===== config.mk =====
export PLATFORM = sky130hd
export DESIGN_NAME = debounce_n
export DESIGN_NICKNAME = d
export VERILOG_FILES = /design/src/rtl/debounce_pkg.sv /design/src/rtl/debounce_chan.sv /design/src/rtl/debounce_n.sv
export SDC_FILE = /design/constraint.sdc
export NUM_CORES = 1
export LEC_CHECK = 0
export ABC_CLOCK_PERIOD_IN_PS = 1250
export CORE_ASPECT_RATIO = 1.5
export CORE_MARGIN = 1.5
export CORE_UTILIZATION = 46
export CTS_CLUSTER_SIZE = 24
export DETAILED_ROUTE_END_ITERATION = 7
export HOLD_SLACK_MARGIN = 0.03
export PLACE_DENSITY = 0.73
export SLEW_MARGIN = 20
export SYNTH_ARGS = -nofsm -noshare
export SYNTH_HDL_FRONTEND = slang
export SYNTH_SLANG_ARGS = --single-unit

===== constraint.sdc =====
create_clock -name cclk -period 1.25 [get_ports cclk]
set_clock_uncertainty 0.2 [all_clocks]
set_input_delay 0.125 -clock cclk [delete_from_list [all_inputs] [get_ports cclk]]
set_output_delay 0.125 -clock cclk [all_outputs]
set_load 0.1 [all_outputs]

===== src/rtl/debounce_pkg.sv =====
// Shared constants and helpers for the N-channel debouncer.
package debounce_pkg;

    localparam int unsigned DefStableCnt = 3;
    localparam int unsigned DefTickDiv   = 1;

    // Bits needed to hold values 0..n-1, never less than one bit.
    function automatic int unsigned clog2_min1(input int unsigned n);
        int unsigned w;
        w = 1;
        while ((32'd1 << w) < n) begin
            w++;
        end
        return w;
    endfunction

endpackage


===== src/rtl/debounce_chan.sv =====
// One debouncer channel: stability counter, registered level and rise/fall strobes.
module debounce_chan
    import debounce_pkg::*;
#(
    parameter int unsigned STABLE_CNT   = DefStableCnt,
    parameter bit          FAST_RELEASE = 1'b0
) (
    input  logic cclk,
    input  logic clr_n,
    input  logic tick_i,
    input  logic s_i,
    output logic level_o,
    output logic rise_o,
    output logic fall_o
);

    localparam int unsigned     CntW   = clog2_min1(STABLE_CNT);
    localparam logic [CntW-1:0] CntMax = CntW'(STABLE_CNT - 1);

    logic [CntW-1:0] cnt_q, cnt_d;
    logic            level_q, level_d;
    logic            rise_q, rise_d;
    logic            fall_q, fall_d;

    always_ff @(posedge cclk or negedge clr_n) begin
        if (!clr_n) begin
            cnt_q   <= '0;
            level_q <= 1'b0;
            rise_q  <= 1'b0;
            fall_q  <= 1'b0;
        end else begin
            cnt_q   <= cnt_d;
            level_q <= level_d;
            rise_q  <= rise_d;
            fall_q  <= fall_d;
        end
    end

    always_comb begin
        cnt_d   = cnt_q;
        level_d = level_q;
        rise_d  = 1'b0;
        fall_d  = 1'b0;
        if (tick_i) begin
            if (s_i == level_q) begin
                cnt_d = '0;
            // A release bypasses the filter entirely when FAST_RELEASE is set.
            end else if ((FAST_RELEASE && level_q) || (cnt_q == CntMax)) begin
                level_d = s_i;
                cnt_d   = '0;
                rise_d  = s_i;
                fall_d  = ~s_i;
            end else begin
                cnt_d = cnt_q + CntW'(1);
            end
        end
    end

    assign level_o = level_q;
    assign rise_o  = rise_q;
    assign fall_o  = fall_q;

endmodule


===== src/rtl/debounce_n.sv =====
// N-channel debouncer: 2-FF synchronisers, shared sample-tick prescaler, per-channel filters.
module debounce_n
    import debounce_pkg::*;
#(
    parameter int unsigned WIDTH        = 4,
    parameter int unsigned STABLE_CNT   = DefStableCnt,
    parameter int unsigned TICK_DIV     = DefTickDiv,
    parameter bit          FAST_RELEASE = 1'b0
) (
    input  logic             cclk,
    input  logic             clr_n,
    input  logic [WIDTH-1:0] inp,
    output logic [WIDTH-1:0] outp,
    output logic [WIDTH-1:0] rise,
    output logic [WIDTH-1:0] fall,
    output logic             tick
);

    localparam int unsigned     DivW   = clog2_min1(TICK_DIV);
    localparam logic [DivW-1:0] DivMax = DivW'(TICK_DIV - 1);

    logic [WIDTH-1:0] s1_q, s2_q;
    logic [DivW-1:0]  div_q, div_d;
    logic             tick_q, tick_d;

    always_ff @(posedge cclk or negedge clr_n) begin
        if (!clr_n) begin
            s1_q   <= '0;
            s2_q   <= '0;
            div_q  <= '0;
            tick_q <= 1'b0;
        end else begin
            s1_q   <= inp;
            s2_q   <= s1_q;
            div_q  <= div_d;
            tick_q <= tick_d;
        end
    end

    always_comb begin
        tick_d = (div_q == DivMax);
        div_d  = tick_d ? '0 : div_q + DivW'(1);
    end

    assign tick = tick_q;

    for (genvar i = 0; i < WIDTH; i++) begin : g_chan
        debounce_chan #(
            .STABLE_CNT  (STABLE_CNT),
            .FAST_RELEASE(FAST_RELEASE)
        ) u_chan (
            .cclk   (cclk),
            .clr_n  (clr_n),
            .tick_i (tick_q),
            .s_i    (s2_q[i]),
            .level_o(outp[i]),
            .rise_o (rise[i]),
            .fall_o (fall[i])
        );
    end

endmodule


### Word-level counts from Yosys, hierarchy flattened

Cells that the tools add are included.

| storage, ports and cells | value |
|---|---|
| register bits | 30 |
| input bits | 6 |
| output and inout bits | 13 |
| logic and storage cells | 79 |

| operators by class | value |
|---|---|
| $add $sub $neg | 5 |
| equal/unequal tests | 8 |
| muxes and demuxes | 33 |
| bitwise logic cells | 9 |
| reduce and logical (&&, ||, !) cells | 4 |

Operators with widths:

| kind | number |
|---|---|
| $mux 1 | 25 |
| $mux 2 | 8 |
| $reduce_and 3->1 | 4 |
| $not 1->1 | 9 |
| $add 2x1->2 const B | 4 |
| $eq 2x2->1 const B | 4 |
| $eq 1x1->1 | 4 |
| $add 1x1->1 const B | 1 |

### Depth between registers and ports, before layout

| logic depth | value |
|---|---|
| depth after elaboration | 4 |
| depth in mapped cells | 4 |
| mapped depth without buffers | 2 |

### Modules after synthesis

From an unflattened synthesis, not the netlist that was laid out.

| second synthesis, totals | value |
|---|---|
| cells, all modules | 74 |
| area total of the unflattened synthesis | 1044.8 µm² |

Modules (own cells, without submodules):

| module | times used | cells an instance | area each (µm²) | seq. area each (µm²) |
|---|---|---|---|---|
| debounce_chan | 4 | 16 | 203.9 | 125.1 |
| debounce_n | 1 | 10 | 229.0 | 225.2 |

### Worst setup path after synthesis

OpenSTA, ideal clock, no wires.

| path | value |
|---|---|
| path kind | register to register |
| start point | reg tick_q (netlist: tick) |
| end point | reg g_chan[1].u_chan.level_q |
| setup time | 0.125 ns |
| data arrival time | 1.622 ns |
| data required time | 0.925 ns |
| path slack | -0.697 ns |
| stages on the path, launching flop included | 4 |
| buffers on the path | 1 |
| period minus slack after synthesis | 1.947 ns |
| path through | dfrtp_1 -> buf_4 -> nand3b_1 -> mux2_4 |

| between the ends | value |
|---|---|
| cells in the longest elaborated chain, start to end | 1 |

Ends and longest elaborated chain:

| item | line | RTL |
|---|---|---|
| start: declaration | debounce_n.sv:24 | `logic tick_q, tick_d;` |
| start signal: assignment | debounce_n.sv:36 | `tick_q <= tick_d;` |
| $reduce_and 3->1 (no line) | n/a |  |
| end signal: assignment | debounce_chan.sv:33 | `level_q <= level_d;` |
| end: declaration | debounce_chan.sv:21 | `logic level_q, level_d;` |

No other way between the ends.
A chain may end at the register's enable or synchronous reset.

### Worst setup path in the final report

| path | value |
|---|---|
| start point | reg tick_q (netlist: tick) |
| end point | out tick |

RTL lines:

| item | line | RTL |
|---|---|---|
| end: declaration | debounce_n.sv:16 | `output logic tick` |

No word-level cell between the ends.

==> results.json <==
{
  "seq_area_frac_synth_pct": 61.5,
  "routed_wl_mm": 1.87,
  "grt_max_degree": 30,
  "synth-compound-area-share_pct": 5.83,
  "syn_nets": 94,
  "h-tree-depth": 2,
  "drive_above_1_share_pct": 42.9,
  "fill_cells": 163,
  "cts_buffers": 5,
  "io_buffers": 18,
  "area_delta_synth_final_pct": 48.6,
  "synth_area_sq_um": 1180,
  "dieWidth_um": 44.4,
  "drc": 0,
  "cp_max_fo": 2,
  "finalHoldViolCount": 0,
  "synth_xor_area_share_pct": 2.97,
  "arrival_ns": 1.09,
  "hold_class": "flop to flop",
  "grt.overflow.total": 0,
  "first_global_vias": 769,
  "worstSetupStartpointType": "flop",
  "clock_path_buffers": 2,
  "whs_ns": 0.157,
  "ys_types": 12,
  "ioPinCount": 19,
  "root_buffer": "clkbuf_4",
  "diodes": 0,
  "worstRegToRegCells": 3,
  "grt_pass1_wl_mm": 3.12,
  "leakagePower_uw": 0.000796,
  "hpwl_mm": 1.18,
  "first_pass_iters": 6,
  "slowest_stage": "dfrtp_4",
  "first_iter_violations": 8,
  "hold_path_depth": 0,
  "gr-usage-all-layers_pct": 15.6,
  "gp_congestion": 0.723,
  "synthAdderAreaFrac_pct": 0,
  "synth_top_family_by_area": "simple AND/OR/NAND/NOR gates",
  "min_period_over_period_pct": 113,
  "synth_area_per_cell_sq_um": 13.4,
  "clkTransAtPathRegs_ns": 0.08,
  "yosys.area_share.simple_pct": 13.1,
  "clk_latency_ns": 0.33,
  "setup_viol": 21,
  "cpPeakStageDelay_ns": 0.49,
  "drv_slew": 0,
  "endpoint_kind": "output port",
  "die_area_sq_um": 2880,
  "synth_mux_area_share_pct": 4.77,
  "initial_core_util_pct": 48.2,
  "fmax_ghz": 0.708,
  "final.min_clock_period_ns": 1.41,
  "routed_via_density": 5.07,
  "vias": 761,
  "antenna_found_initial": 0,
  "yosysWarningCount": 0,
  "synth-seq-cells": 29,
  "path_cells": "buf_6 -> buf_12",
  "violations": "setup timing",
  "cp.required_ns": 0.93,
  "place_ws_ns": -0.0950,
  "setup_tns_ns": -1.82,
  "nets": 131,
  "rows": 22,
  "critical_path_class": "flop to output port",
  "p_per_area_nw_per_um2": 2200,
  "fin_total_pwr_uw": 3860,
  "irDropWorstVdd_mv": 1.21,
  "post_drt_wl_per_cell_um": 12.5,
  "ant_nets": 0,
  "layout_setup_ws_ns": -0.162,
  "max_cap_viol_count": 0,
  "cts_tree": "built",
  "die_y_um": 65.0,
  "cts.sinks": 29,
  "status": "complete, but fails checks",
  "core_sq_um": 2450,
  "synthCells": 88,
  "rsz0062_at_grt": "yes"
}
-- final cells by class --
type	count	area, sq um	area share [%]
clock buffers	6	41.3	2.36
multi-input cells	37	362	20.6
repair buffers	44	549	31.3
inverters	8	30.0	1.71
well taps	24	30.0	1.71
clock inverters	2	10.0	0.571
flip-flops and latches	29	731	41.7
-- cell families after synthesis --
kind of cell	after synthesis
flip-flops	29
buffers and inverters	22
AND/OR/NAND/NOR	20
AO/OA/AOI/OAI	8
XOR/XNOR	4
multiplexers	4
other	1
-- state kept, by name, indices dropped and copies added, names as in the netlist --
register               count
s1_q                       4
g_chan.u_chan.fall_o       4
g_chan.u_chan.level_o      4
tick                       1
g_chan.u_chan.cnt_q        8
g_chan.u_chan.rise_o       4
s2_q                       4
-- metrics by stage --
stage / util (%) / cells / instance area, sq um
after floorplan: - / 88 / 1190
after global placement: 61.6 / 126 / 1510
after detailed placement: 61.6 / 126 / 1510
after CTS: 69.7 / 148 / 1710
after global routing: 71.6 / 150 / 1750
final: 71.6 / 150 / 1750
-- repair_timing --
action | in CTS | in global routing
endpoints found under the hold margin | 33 | 0
setup buffers | 9 | 2
pin swaps | 1 | 1
gates cloned | 0 | 0
setup endpoints to repair | 27 | 32
gates resized for setup | 7 | 4
hold buffers | 5 | 0
-- worst paths after layout --
| kind | startpoint | endpoint | slack [ns] |
|---|---|---|---|
| max | tick | tick | -0.16 |
| min | s1_q[2] | s2_q[2] | 0.16 |
| min in group asynchronous | clr_n | g_chan[0].u_chan.fall_o | 0.50 |
| max in group asynchronous | clr_n | tick | 0.17 |
| max reg2reg | tick | g_chan[3].u_chan.level_o | -0.15 |
| min reg2reg | s1_q[2] | s2_q[2] | 0.16 |
-- power breakdown --
group | switching, uW | internal, uW
Combinational | 1020 | 997
Sequential | 174 | 1150
Clock | 307 | 213
Total | 1500 | 2360
-- metal layers --
metal	part of all wire [%]	vias to the layer above	global-route usage (%)
met3	4.2	6	6.69
met1	36	379	15.4
met5	0	-	0
met4	3.1	0	10.2
li1	-	360	-
met2	56	16	25.6
-- worst max-delay path, delay by kind of cell (launching register included) --
family	cells	cell delay, ns
buffers and inverters	2	0.28
DFF	1	0.49
-- Yosys cell counts, drive strengths merged --
| master | instances | area (sq um) |
|---|---|---|
| mux2 | 4 | 56.3 |
| o22ai | 8 | 68.8 |
| conb | 1 | 3.75 |
| nand3b | 8 | 60.1 |
| xnor2 | 4 | 35.0 |
| dfrtp | 29 | 726 |
| buf | 14 | 105 |
| inv | 8 | 30.0 |
| or3b | 4 | 35.0 |
| nor3b | 8 | 60.1 |
-- placed cells by master, fill, tap and decap left out, types with 3 or more instances in the layout --
cell              n
o22ai_2           3
dfrtp_1          27
buf_12           14
or3b_1            4
nor3b_1           7
buf_4            15
dlygate4sd3_1     5
clkbuf_4          5
inv_1             8
nand3b_1          8
mux2_4            4
o22ai_1           5
clkdlybuf4s50_1   5
buf_6             5
Note: power is estimated with default switching activity, not from simulation.
